### src/rtl/coin_pkg.sv
// -----------------------------------------------------------------------------
// coin_pkg
// Shared definitions between the coin acceptor front-end and the vending FSM.
//   coin_t       : 2-bit coin code carried on the FSM coin input
//   COIN_NONE    : no coin this cycle
//   COIN_2       : value-2 coin
//   COIN_3       : value-3 coin
//   buf_state_t  : occupancy of the one-entry coin buffer in the acceptor
// -----------------------------------------------------------------------------
package coin_pkg;

  typedef logic [1:0] coin_t;

  localparam coin_t COIN_NONE = 2'd0;
  localparam coin_t COIN_2    = 2'd2;
  localparam coin_t COIN_3    = 2'd3;

  localparam int DB_CYCLES_DEF = 4;
  localparam int GAP_DEF       = 1;

  typedef enum logic {
    BUF_EMPTY = 1'b0,
    BUF_FULL  = 1'b1
  } buf_state_t;

  // Map a single-channel event to its coin code (value-3 channel wins the
  // select; callers guarantee exactly one channel is active).
  function automatic coin_t coin_code(input logic is_val3);
    return is_val3 ? COIN_3 : COIN_2;
  endfunction

endpackage

### src/rtl/coin_acceptor_if.sv
// -----------------------------------------------------------------------------
// coin_acceptor_if
// Bundles the coin acceptor's sensor inputs and FSM-facing outputs.
//   sens2     : raw value-2 coin sensor (asynchronous, high while coin passes)
//   sens3     : raw value-3 coin sensor (asynchronous)
//   accept_en : 1 = accept coins, 0 = route every coin to the return chute
//   moneda    : coin code towards the vending FSM, one cycle per coin
//   reject    : one-cycle pulse, coin routed to the return chute
//   err       : one-cycle pulse, both channels fired together (jam)
// Modports:
//   slave  : the acceptor itself
//   master : the environment (sensors, FSM side)
// -----------------------------------------------------------------------------
interface coin_acceptor_if;
  import coin_pkg::*;

  logic  sens2;
  logic  sens3;
  logic  accept_en;
  coin_t moneda;
  logic  reject;
  logic  err;

  modport slave (
    input  sens2,
    input  sens3,
    input  accept_en,
    output moneda,
    output reject,
    output err
  );

  modport master (
    output sens2,
    output sens3,
    output accept_en,
    input  moneda,
    input  reject,
    input  err
  );

endinterface

### src/rtl/coin_debounce.sv
// -----------------------------------------------------------------------------
// coin_debounce
// One coin-sensor channel: 2-flop synchronizer followed by a debounce counter.
// The debounced level only follows the synchronized level after DB_CYCLES
// consecutive differing samples; shorter pulses are swallowed. A registered
// one-cycle pulse marks each rising edge of the debounced level.
//   clk   : block clock
//   rst   : asynchronous reset, active-low
//   sens  : raw sensor line, asynchronous to clk
//   rise  : one-cycle pulse in the cycle after the debounced level goes high
// -----------------------------------------------------------------------------
module coin_debounce #(
  parameter int DB_CYCLES = 4
) (
  input  logic clk,
  input  logic rst,
  input  logic sens,
  output logic rise
);

  // The counter only ever needs to reach DB_CYCLES-1: the DB_CYCLES-th
  // differing sample flips the level directly instead of being stored.
  localparam int CW = (DB_CYCLES <= 2) ? 1 : $clog2(DB_CYCLES);

  logic          sync_p0;
  logic          sync_p1;
  logic          level;
  logic [CW-1:0] cnt;

  // synchronizer stages p0 -> p1, then debounce
  always_ff @(posedge clk or negedge rst) begin
    if (!rst) begin
      sync_p0 <= 1'b0;
      sync_p1 <= 1'b0;
      level   <= 1'b0;
      cnt     <= '0;
      rise    <= 1'b0;
    end else begin
      sync_p0 <= sens;
      sync_p1 <= sync_p0;
      rise    <= 1'b0;
      if (sync_p1 != level) begin
        if (cnt == CW'(DB_CYCLES - 1)) begin
          level <= sync_p1;
          cnt   <= '0;
          rise  <= sync_p1;
        end else begin
          cnt <= cnt + CW'(1);
        end
      end else begin
        cnt <= '0;
      end
    end
  end

endmodule

### src/rtl/coin_acceptor.sv
// -----------------------------------------------------------------------------
// coin_acceptor
// Front-end for the vending FSM. Conditions the two raw coin sensors into
// single-cycle coin codes, rejects jams and coins inserted while disabled,
// and spaces consecutive coins by at least GAP idle cycles, holding one coin
// in a buffer so a closely following coin is not lost.
// Parameters:
//   DB_CYCLES : stable synchronized samples needed to accept a level change
//   GAP       : minimum number of idle moneda cycles between two coins
// Ports:
//   clk  : block clock
//   rst  : asynchronous reset, active-low
//   bus  : coin_acceptor_if.slave (sens2, sens3, accept_en in;
//          moneda, reject, err out, all registered)
// -----------------------------------------------------------------------------
module coin_acceptor
  import coin_pkg::*;
#(
  parameter int DB_CYCLES = DB_CYCLES_DEF,
  parameter int GAP       = GAP_DEF
) (
  input  logic           clk,
  input  logic           rst,
  coin_acceptor_if.slave bus
);

  localparam int GW = (GAP < 2) ? 1 : $clog2(GAP + 1);

  logic          rise2;
  logic          rise3;

  buf_state_t    buf_state_q;
  buf_state_t    buf_state_d;
  coin_t         buf_code_q;
  coin_t         buf_code_d;
  coin_t         moneda_q;
  coin_t         moneda_d;
  logic          reject_q;
  logic          reject_d;
  logic          err_q;
  logic          err_d;
  logic [GW-1:0] gap_q;
  logic [GW-1:0] gap_d;
  logic [GW-1:0] gap_dec;

  logic          slot_free;
  logic          jam;
  logic          single;
  logic          issued;
  coin_t         new_code;

  coin_debounce #(
    .DB_CYCLES (DB_CYCLES)
  ) u_db2 (
    .clk  (clk),
    .rst  (rst),
    .sens (bus.sens2),
    .rise (rise2)
  );

  coin_debounce #(
    .DB_CYCLES (DB_CYCLES)
  ) u_db3 (
    .clk  (clk),
    .rst  (rst),
    .sens (bus.sens3),
    .rise (rise3)
  );

  // The gap counter ticks down during idle moneda cycles. The slot is judged
  // on the post-tick value so that the current idle cycle already counts,
  // giving pulses exactly GAP+1 edges apart at the closest.
  always_comb begin
    gap_dec = gap_q;
    if ((moneda_q == COIN_NONE) && (gap_q != '0)) begin
      gap_dec = gap_q - GW'(1);
    end
  end

  assign slot_free = (gap_dec == '0);
  assign jam       = rise2 & rise3;
  assign single    = rise2 ^ rise3;
  assign new_code  = coin_code(rise3);

  always_comb begin
    buf_state_d = buf_state_q;
    buf_code_d  = buf_code_q;
    moneda_d    = COIN_NONE;
    reject_d    = 1'b0;
    err_d       = 1'b0;
    gap_d       = gap_dec;
    issued      = 1'b0;

    // Disabling acceptance drops a waiting coin without a reject pulse.
    if (!bus.accept_en) begin
      buf_state_d = BUF_EMPTY;
    end

    // A waiting coin always goes out before any new arrival.
    if ((buf_state_d == BUF_FULL) && slot_free) begin
      moneda_d    = buf_code_q;
      buf_state_d = BUF_EMPTY;
      gap_d       = GW'(GAP);
      issued      = 1'b1;
    end

    if (jam) begin
      err_d    = 1'b1;
      reject_d = 1'b1;
    end else if (single) begin
      if (!bus.accept_en) begin
        reject_d = 1'b1;
      end else if (slot_free && !issued) begin
        moneda_d = new_code;
        gap_d    = GW'(GAP);
      end else if (buf_state_d == BUF_EMPTY) begin
        // Either the gap is still running or the slot was just taken by the
        // buffered coin; in both cases the new coin waits its turn.
        buf_state_d = BUF_FULL;
        buf_code_d  = new_code;
      end else begin
        reject_d = 1'b1;
      end
    end
  end

  // output / state register stage
  always_ff @(posedge clk or negedge rst) begin
    if (!rst) begin
      buf_state_q <= BUF_EMPTY;
      buf_code_q  <= COIN_NONE;
      moneda_q    <= COIN_NONE;
      reject_q    <= 1'b0;
      err_q       <= 1'b0;
      gap_q       <= '0;
    end else begin
      buf_state_q <= buf_state_d;
      buf_code_q  <= buf_code_d;
      moneda_q    <= moneda_d;
      reject_q    <= reject_d;
      err_q       <= err_d;
      gap_q       <= gap_d;
    end
  end

  assign bus.moneda = moneda_q;
  assign bus.reject = reject_q;
  assign bus.err    = err_q;

endmodule

### src/flat_wrapper.sv
// flat-port wrapper written by rule: the top's interface ports become plain ports
module coin_acceptor_flat import coin_pkg::*;
#(
  parameter int DB_CYCLES = DB_CYCLES_DEF,
  parameter int GAP       = GAP_DEF
)
  (clk, rst, bus_sens2, bus_sens3, bus_accept_en, bus_moneda, bus_reject, bus_err);
  coin_acceptor_if bus_i ();
  input  logic clk;
  input  logic rst;
  input wire logic [$bits(bus_i.sens2)-1:0] bus_sens2;
  input wire logic [$bits(bus_i.sens3)-1:0] bus_sens3;
  input wire logic [$bits(bus_i.accept_en)-1:0] bus_accept_en;
  output wire logic [$bits(bus_i.moneda)-1:0] bus_moneda;
  output wire logic [$bits(bus_i.reject)-1:0] bus_reject;
  output wire logic [$bits(bus_i.err)-1:0] bus_err;
  assign bus_i.sens2 = bus_sens2;
  assign bus_i.sens3 = bus_sens3;
  assign bus_i.accept_en = bus_accept_en;
  assign bus_moneda = bus_i.moneda;
  assign bus_reject = bus_i.reject;
  assign bus_err = bus_i.err;
  coin_acceptor #(.DB_CYCLES(DB_CYCLES), .GAP(GAP)) u_core (.clk(clk), .rst(rst), .bus(bus_i));
endmodule
### config.mk
export PLATFORM = sky130hd
export DESIGN_NAME = coin_acceptor_flat
export DESIGN_NICKNAME = d
export VERILOG_FILES = /design/src/rtl/coin_pkg.sv /design/src/rtl/coin_acceptor_if.sv /design/src/rtl/coin_debounce.sv /design/src/rtl/coin_acceptor.sv /design/src/flat_wrapper.sv
export SDC_FILE = /design/constraint.sdc
export NUM_CORES = 1
export LEC_CHECK = 0
export ABC_AREA = 1
export CAP_MARGIN = 15
export CELL_PAD_IN_SITES_DETAIL_PLACEMENT = 2
export CELL_PAD_IN_SITES_GLOBAL_PLACEMENT = 2
export CORE_ASPECT_RATIO = 1.5
export CORE_MARGIN = 3
export CORE_UTILIZATION = 37
export DETAILED_ROUTE_END_ITERATION = 16
export PLACE_DENSITY_LB_ADDON = 0.3
export SLEW_MARGIN = 20
export SYNTH_ARGS = -nofsm -noshare
export SYNTH_HDL_FRONTEND = slang
export SYNTH_SLANG_ARGS = --single-unit
### constraint.sdc
create_clock -name clk -period 2.83 [get_ports clk]
set_input_delay 0.4245 -clock clk [delete_from_list [all_inputs] [get_ports clk]]
set_output_delay 0.4245 -clock clk [all_outputs]
set_load 0.05 [all_outputs]
==> load_flow_metrics.sql, run 1 <==
INSERT INTO impl_metrics (metric_group, metric, value, unit) VALUES
('clock_tree', 'clk_root_buffer_cell', 'clkbuf_4', ''),
('cells_and_area', 'diodes', '0', ''),
('sta', 'finalSetupViolations', '0', ''),
('critical_path', 'critPathLaunchType', 'flop', ''),
('floorplanning', 'die_width', '43.81', 'microns'),
('synth', 'synthMostInstantiatedCell', 'dfrtp_1', ''),
('pwr', 'cellPowerDensity', '665.4', 'mW/mm^2'),
('clock_tree', 'cts-buffers-inserted', '3', ''),
('sta', 'minimum_period_implied_by_the_final_worst_setup_slack', '1.881', 'ns'),
('synth', 'synth_async_sr_flop_share', '100.0', '%'),
('clock_tree', 'clkSinkCount', '20', ''),
('synth', 'synth_warnings', '0', ''),
('critical_path', 'critical_path.top_delay_family', 'buffers and inverters', ''),
('run_status', 'status', 'finished, final reports clean', ''),
('synth', 'synthDominantAreaCellType', 'dfrtp_1', ''),
('clock_tree', 'clkTransAtPathRegs', '0.09', 'ns'),
('flow_run', 'max_cap_violations', '0', ''),
('placed_design', 'dpl_worst_slack', '1.237', 'ns'),
('detailed_routing', 'viasPerCell', '5.076', ''),
('critical_path', 'crit_path_max_incr_delay', '0.80', 'ns'),
('cells_and_area', 'finish.net_count', '94', ''),
('floorplanning', 'fp.dieArea', '0.002747', 'sq mm'),
('detailed_routing', 'antenna_left', '0', ''),
('detailed_routing', 'route.final.wire_length', '1.419', 'mm'),
('placed_design', 'gp_congestion', '0.7505', ''),
('floorplanning', 'io_pins', '9', ''),
('global_routing', 'grt_overflow', '0', ''),
('synth', 'yosysUniqueCellTypes', '19', ''),
('cells_and_area', 'layout.core_utilization', '47.89', '%'),
('critical_path', 'crit_buf_inv', '1', ''),
('critical_path', 'cell_by_cell_listing_of_the_critical_path', 'clkdlybuf4s50_1', ''),
('synth', 'synth-main-ff-cell', 'dfrtp_1', ''),
('sta', 'post-route-worst-setup-slack', '0.9487', 'ns'),
('clock_tree', 'postCtsSetupRepairBufs', '0', ''),
('sta', 'slew_at_the_pin_closest_to_its_max_slew_limit', '0.8767', 'ns'),
('sta', 'hold_violations', '0', ''),
('synth', 'post_synth_most_frequent_cells', '20 x dfrtp_1, 12 x nand2_1, 8 x inv_1', ''),
('global_routing', 'grt_pass1_wl', '2.601', 'mm'),
('placed_design', 'place_hpwl', '1.133', 'mm'),
('synth', 'count_of_flip_flops_with_a_built_in_enable_after_synthesis', '0', ''),
('clock_tree', 'cts.htree.levels', '1', ''),
('min_path', 'hold_class', 'reg -> reg', ''),
('synth', 'synth_seq_cells', '20', ''),
('global_routing', 'grt_start_max_net_pins', '21', ''),
('sta', 'final_clock_skew', '0.005459', 'ns'),
('synth', 'post_synth_main_area_contributors', 'dfrtp_1 63%, nand2_1 5.7%, ha_1 4.7%', ''),
('cells_and_area', 'drive_above_1_share', '16.67', '%'),
('critical_path', 'worst-setup-path-type', 'reg -> out', ''),
('detailed_routing', 'drt-initial-drc-count', '11', ''),
('sta', 'grt_setup_unrepaired', 'false', ''),
('floorplanning', 'die_h', '62.71', 'microns'),
('floorplanning', 'initial_utilization', '41.20', '%'),
('detailed_routing', 'drt_pass1_iterations', '2', ''),
('clock_tree', 'worstSkewPairLatency', '0.29', 'ns'),
('critical_path', 'cpMaxStageDelayCell', 'clkdlybuf4s50_1', ''),
('cells_and_area', 'syn_to_final_growth', '16.25', '%'),
('synth', 'synthesis.area_per_instance', '10.87', 'sq um'),
('synth', 'syn_area', '793.3', 'sq um'),
('synth', 'synth_sequential_area_ratio', '63.09', '%'),
('placed_design', 'portBuffers', '8', ''),
('sta', 'period_share', '66.48', '%'),
('placed_design', 'placedCellCount', '102', ''),
('critical_path', 'critPathArrivalTime', '1.46', 'ns'),
('detailed_routing', 'wl_per_cell', '13.51', 'microns'),
('global_routing', 'grt_pass1_vias', '595', ''),
('pwr', 'static-leakage-power', '0.4484', 'nW'),
('cells_and_area', 'final_cells', '105', ''),
('critical_path', 'timing.critical_path.fanout_max', '2', ''),
('synth', 'syn_nets', '81', ''),
('floorplanning', 'core.rowCount', '19', ''),
('sta', 'maxClockFrequency', '531.6', 'MHz');
[logic make-up (layout without fill, tap and decap cells)]
logic type / count (synthesis) / in the layout / share of synthesized area [%]
AO/OA/AOI/OAI: 7 / 7 / 5.361
flip-flops: 20 / 20 / 63.09
AND/OR/NAND/NOR: 30 / 30 / 19.24
XOR/XNOR: 2 / 2 / 2.209
buffers and inverters: 11 / 22 / 5.363
adder cells (fa/ha/maj): 3 / 3 / 4.732
[cell type report]
| cell class | count | area, sq um |
|---|---|---|
| Clock buffer | 3 | 22.52 |
| Inverter | 11 | 42.54 |
| Timing Repair Buffer | 8 | 80.08 |
| Tap cell | 21 | 26.28 |
| Sequential cell | 20 | 500.5 |
| Multi-Input combinational cell | 42 | 250.2 |
| Fill cell | 213 | 1003 |
[final timing paths]
path,startpoint,end,slack (ns),cells past startpoint
min reg2reg,u_core.u_db2.sync_p0$_DFF_PN0_,u_core.u_db2.sync_p1$_DFF_PN0_,0.36,0
max reg2reg,u_core.u_db3.rise$_DFF_PN0_,u_core.buf_code_q[0]$_DFFE_PN0P_,1.50,6
min in group asynchronous,rst,u_core.buf_code_q[1]$_DFFE_PN0P_,0.62,1
min,u_core.u_db2.sync_p0$_DFF_PN0_,u_core.u_db2.sync_p1$_DFF_PN0_,0.36,0
max,u_core.bus.moneda[0]$_DFF_PN0_,bus_moneda[0],0.95,1
max in group asynchronous,rst,u_core.u_db2.cnt[1]$_DFF_PN0_,1.67,1
[flip-flops by register name (all words and copies together), names as in the netlist]
name,flops
u_core.buf_code_q,2
u_core.bus.moneda,2
u_core.u_db2.cnt,2
u_core.u_db3.cnt,2
u_core.buf_state_q,1
u_core.bus.err,1
u_core.bus.reject,1
u_core.gap_q,1
u_core.u_db2.level,1
u_core.u_db2.rise,1
u_core.u_db2.sync_p0,1
u_core.u_db2.sync_p1,1
u_core.u_db3.level,1
u_core.u_db3.rise,1
u_core.u_db3.sync_p0,1
u_core.u_db3.sync_p1,1
[report_power, final]
part / switching, mW / internal [mW]
Clock: 0.0765 / 0.0495
Combinational: 0.0766 / 0.0521
Sequential: 0.0283 / 0.331
Total: 0.181 / 0.432
[stage by stage]
stage / cell area (sq um) / power, mW / hold slack [ns]
floorplan: 793.3 / 0.4493 / 0.1289
global placement: 899.6 / 0.4836 / 0.3351
detailed placement: 899.6 / 0.4989 / 0.3381
CTS: 922.1 / 0.6307 / 0.3627
global route: 922.1 / 0.6676 / 0.3694
finish: 922.1 / 0.6136 / 0.3582
[placed cells by master, fill, tap and decap left out, types with 3 or more instances in the layout]
cell type	count
nand2_2	3
clkbuf_4	3
inv_1	8
nor2_1	6
dfrtp_1	20
o21ai_0	3
nand2_1	12
ha_1	3
clkdlybuf4s50_1	8
[routing by layer]
layer	vias to the layer above	track usage, %	part of all wire [%]
li1	256	-	-
met1	266	13.44	38
met2	9	22.08	56
met3	2	3.458	4.2
met4	0	6.792	1.3
met5	-	0	0
Note: power is estimated with default switching activity, not from simulation.
==> run 2: changes to the inputs <==
CORE_UTILIZATION = 34   (was 37)
clock period = 1.8 ns   (was 2.83 ns; I/O delays follow)
==> run 2 against run 1 <==
Setup slack got worse by 0.87 ns. Final cell count increased by 2.9%. Non-clock buffer count increased by 1. Via count increased by 0.56%. First-iteration DRC count decreased by 91%. Critical path type unchanged. Critical endpoint is now bus_reject. Largest power group unchanged. Highest routed layer unchanged.
==> load_flow_metrics.sql, run 2 (same netlist as run 1, synthesis figures left out) <==
INSERT INTO impl_metrics (metric_group, metric, value, unit) VALUES
('run_status', 'status', 'finished, final reports clean', ''),
('floorplanning', 'die_width', '45.44', 'microns'),
('cells_and_area', 'multi_input_comb_area', '250.2', 'sq um'),
('detailed_routing', 'antenna_left', '0', ''),
('cells_and_area', 'register_area', '500.5', 'sq um'),
('placed_design', 'place_hpwl', '1.129', 'mm'),
('pwr', 'static-leakage-power', '0.5041', 'nW'),
('sta', 'grt_setup_unrepaired', 'false', ''),
('sta', 'period_share', '95.72', '%'),
('flow_run', 'max_cap_violations', '0', ''),
('global_routing', 'grt_pass1_wl', '2.822', 'mm'),
('placed_design', 'gp_congestion', '0.7200', ''),
('cells_and_area', 'drive_above_1_share', '18.60', '%'),
('critical_path', 'worst-setup-path-type', 'reg -> out', ''),
('clock_tree', 'cts_buffer_depth', '2', ''),
('global_routing', 'grt_start_max_net_pins', '21', ''),
('floorplanning', 'die_h', '65.16', 'microns'),
('global_routing', 'grt.total_usage', '14.03', '%'),
('floorplanning', 'core-area', '0.002127', 'sq mm'),
('critical_path', 'cell_by_cell_listing_of_the_critical_path', 'clkdlybuf4s50_1', ''),
('placed_design', 'portBuffers', '8', ''),
('detailed_routing', 'route.final.wire_length', '1.541', 'mm'),
('sta', 'maxClockFrequency', '580.4', 'MHz'),
('clock_tree', 'clkTransAtPathRegs', '0.12', 'ns'),
('detailed_routing', 'viasPerCell', '4.963', ''),
('clock_tree', 'clkSinkCount', '20', ''),
('clock_tree', 'cts.htree.levels', '1', ''),
('detailed_routing', 'drc', '0', ''),
('critical_path', 'critPathArrivalTime', '1.45', 'ns'),
('critical_path', 'timing.critical_path.fanout_max', '1', ''),
('sta', 'minimum_period_implied_by_the_final_worst_setup_slack', '1.723', 'ns'),
('critical_path', 'critical_path.top_delay_family', 'buffers and inverters', ''),
('global_routing', 'grt_pass1_vias', '621', ''),
('pwr', 'sequentialPowerShare', '49.3', '%'),
('cells_and_area', 'n_fill_cell', '217', ''),
('critical_path', 'critPathRequiredTime', '1.53', 'ns'),
('cells_and_area', 'layout_commonest_cell', 'dfrtp_1', ''),
('detailed_routing', 'drt-initial-drc-count', '1', ''),
('clock_tree', 'postCtsSetupRepairBufs', '0', ''),
('sta', 'hold_violations', '0', ''),
('sta', 'final_clock_skew', '0.009081', 'ns'),
('sta', 'slew_at_the_pin_closest_to_its_max_slew_limit', '0.5012', 'ns'),
('pwr', 'power.share.combinational', '17.8', '%'),
('sta', 'max_slew_margin', '66.53', '%'),
('global_routing', 'grt_antenna_before_repair', '0', ''),
('detailed_routing', 'wl_per_cell', '14.27', 'microns'),
('pwr', 'max-vdd-ir-drop', '0.0005526', 'V'),
('clock_tree', 'clk_root_buffer_cell', 'clkbuf_4', ''),
('cells_and_area', 'diodes', '0', ''),
('critical_path', 'crit_buf_inv', '1', ''),
('critical_path', 'critical_path.reg2reg.endpoint', 'u_core.buf_code_q[0]$_DFFE_PN0P_', ''),
('placed_design', 'placedCellCount', '104', ''),
('global_routing', 'grt_overflow', '0', ''),
('clock_tree', 'worstSkewPairLatency', '0.32', 'ns'),
('sta', 'report.final.slew_viol_count', '0', ''),
('floorplanning', 'io_pins', '9', ''),
('clock_tree', 'cts_tree', 'done', ''),
('clock_tree', 'cts-buffers-inserted', '3', ''),
('pwr', 'power_report.internal_total', '827.2', 'uW'),
('critical_path', 'regToRegStartpoint', 'u_core.u_db3.rise$_DFF_PN0_', ''),
('sta', 'finalSetupViolations', '0', ''),
('critical_path', 'sort_of_element_at_the_end_of_the_critical_path', 'output port', ''),
('critical_path', 'cpMaxStageDelayCell', 'clkdlybuf4s50_1', ''),
('cells_and_area', 'final_cells', '108', ''),
('min_path', 'hold_class', 'in -> async', ''),
('pwr', 'share_clk_of_total_power', '32.9', '%'),
('sta', 'final.setup.tns', '0', 'ns'),
('pwr', 'net-switching-power', '312.6', 'uW'),
('critical_path', 'critPathLaunchType', 'flop', ''),
('cells_and_area', 'syn_to_final_growth', '21.77', '%'),
('floorplanning', 'fp.dieArea', '0.002961', 'sq mm'),
('critical_path', 'r2r_slack', '0.41', 'ns'),
('detailed_routing', 'drt_pass1_iterations', '3', ''),
('critical_path', 'rr_worst_depth', '6', ''),
('pwr', 'cellPowerDensity', '1180', 'mW/mm^2'),
('detailed_routing', 'vias', '536', ''),
('floorplanning', 'initial_utilization', '37.29', '%'),
('critical_path', 'crit_path_max_incr_delay', '0.79', 'ns'),
('critical_path', 'cp.depth', '1', ''),
('pwr', 'switching_share', '27.43', '%'),
('cells_and_area', 'mostFrequentLayoutCells', '20 x dfrtp_1, 12 x nand2_1, 8 x inv_1', ''),
('floorplanning', 'core.rowCount', '20', ''),
('cells_and_area', 'finish.net_count', '95', '');
## run 2: metrics by stage
| stage | hold slack [ns] | cell area (sq um) | setup slack, ns | utilization [%] | power, mW |
|---|---|---|---|---|---|
| 2_1_floorplan | -0.02559 | 793.3 | 0.5494 | - | 0.7064 |
| 3_3_place_gp | 0.3323 | 908.4 | 0.3952 | 42.71 | 0.7578 |
| 3_5_place_dp | 0.3397 | 908.4 | 0.3754 | 42.71 | 0.7834 |
| 4_1_cts | 0.3279 | 960.9 | 0.01442 | 45.18 | 1.158 |
| 5_1_grt | 0.3242 | 965.9 | 0.03108 | 45.41 | 1.227 |
| 6_report | 0.3005 | 965.9 | 0.07711 | 45.41 | 1.140 |
## run 2: per-layer routing
layer | vias up | GRT usage, % | wire length, microns
li1 | 254 | - | -
met3 | 5 | 4.110 | 80
met4 | 0 | 8.791 | 46
met1 | 265 | 15.99 | 618
met5 | - | 0 | 0
met2 | 12 | 22.03 | 795
## run 2: power by group through the flow
stage / Combinational, mW / Sequential (mW) / Clock [mW]
6_report: 0.202 / 0.562 / 0.375
2_1_floorplan: 0.125 / 0.581 / 0
5_1_grt: 0.249 / 0.575 / 0.403
3_5_place_dp: 0.210 / 0.574 / 0
4_1_cts: 0.211 / 0.564 / 0.383
3_3_place_gp: 0.191 / 0.567 / 0
## run 2: worst max-delay path by stage
stage	from	endpoint	slack, ns
floorplan	u_core.bus.moneda[0]$_DFF_PN0_	u_core.buf_code_q[0]$_DFFE_PN0P_	0.55
global placement	u_core.bus.moneda[1]$_DFF_PN0_	bus_moneda[1]	0.40
detailed placement	bus_accept_en	u_core.buf_code_q[0]$_DFFE_PN0P_	0.38
CTS	u_core.bus.moneda[1]$_DFF_PN0_	bus_moneda[1]	0.01
global route	u_core.bus.reject$_DFF_PN0_	bus_reject	0.03
finish	u_core.bus.reject$_DFF_PN0_	bus_reject	0.08
## run 2: cell type report
cell class / instances / share of cell area (%)
Sequential cell: 20 / 51.81
Inverter: 11 / 4.404
Multi-Input combinational cell: 42 / 25.91
Clock buffer: 3 / 2.332
Tap cell: 22 / 2.850
Clock inverter: 1 / 3.109
Timing Repair Buffer: 9 / 9.585
## run 2: timing repair
item	CTS	global route
hold buffers	0	0
endpoints found under the setup margin	0	2
resized for setup	0	2
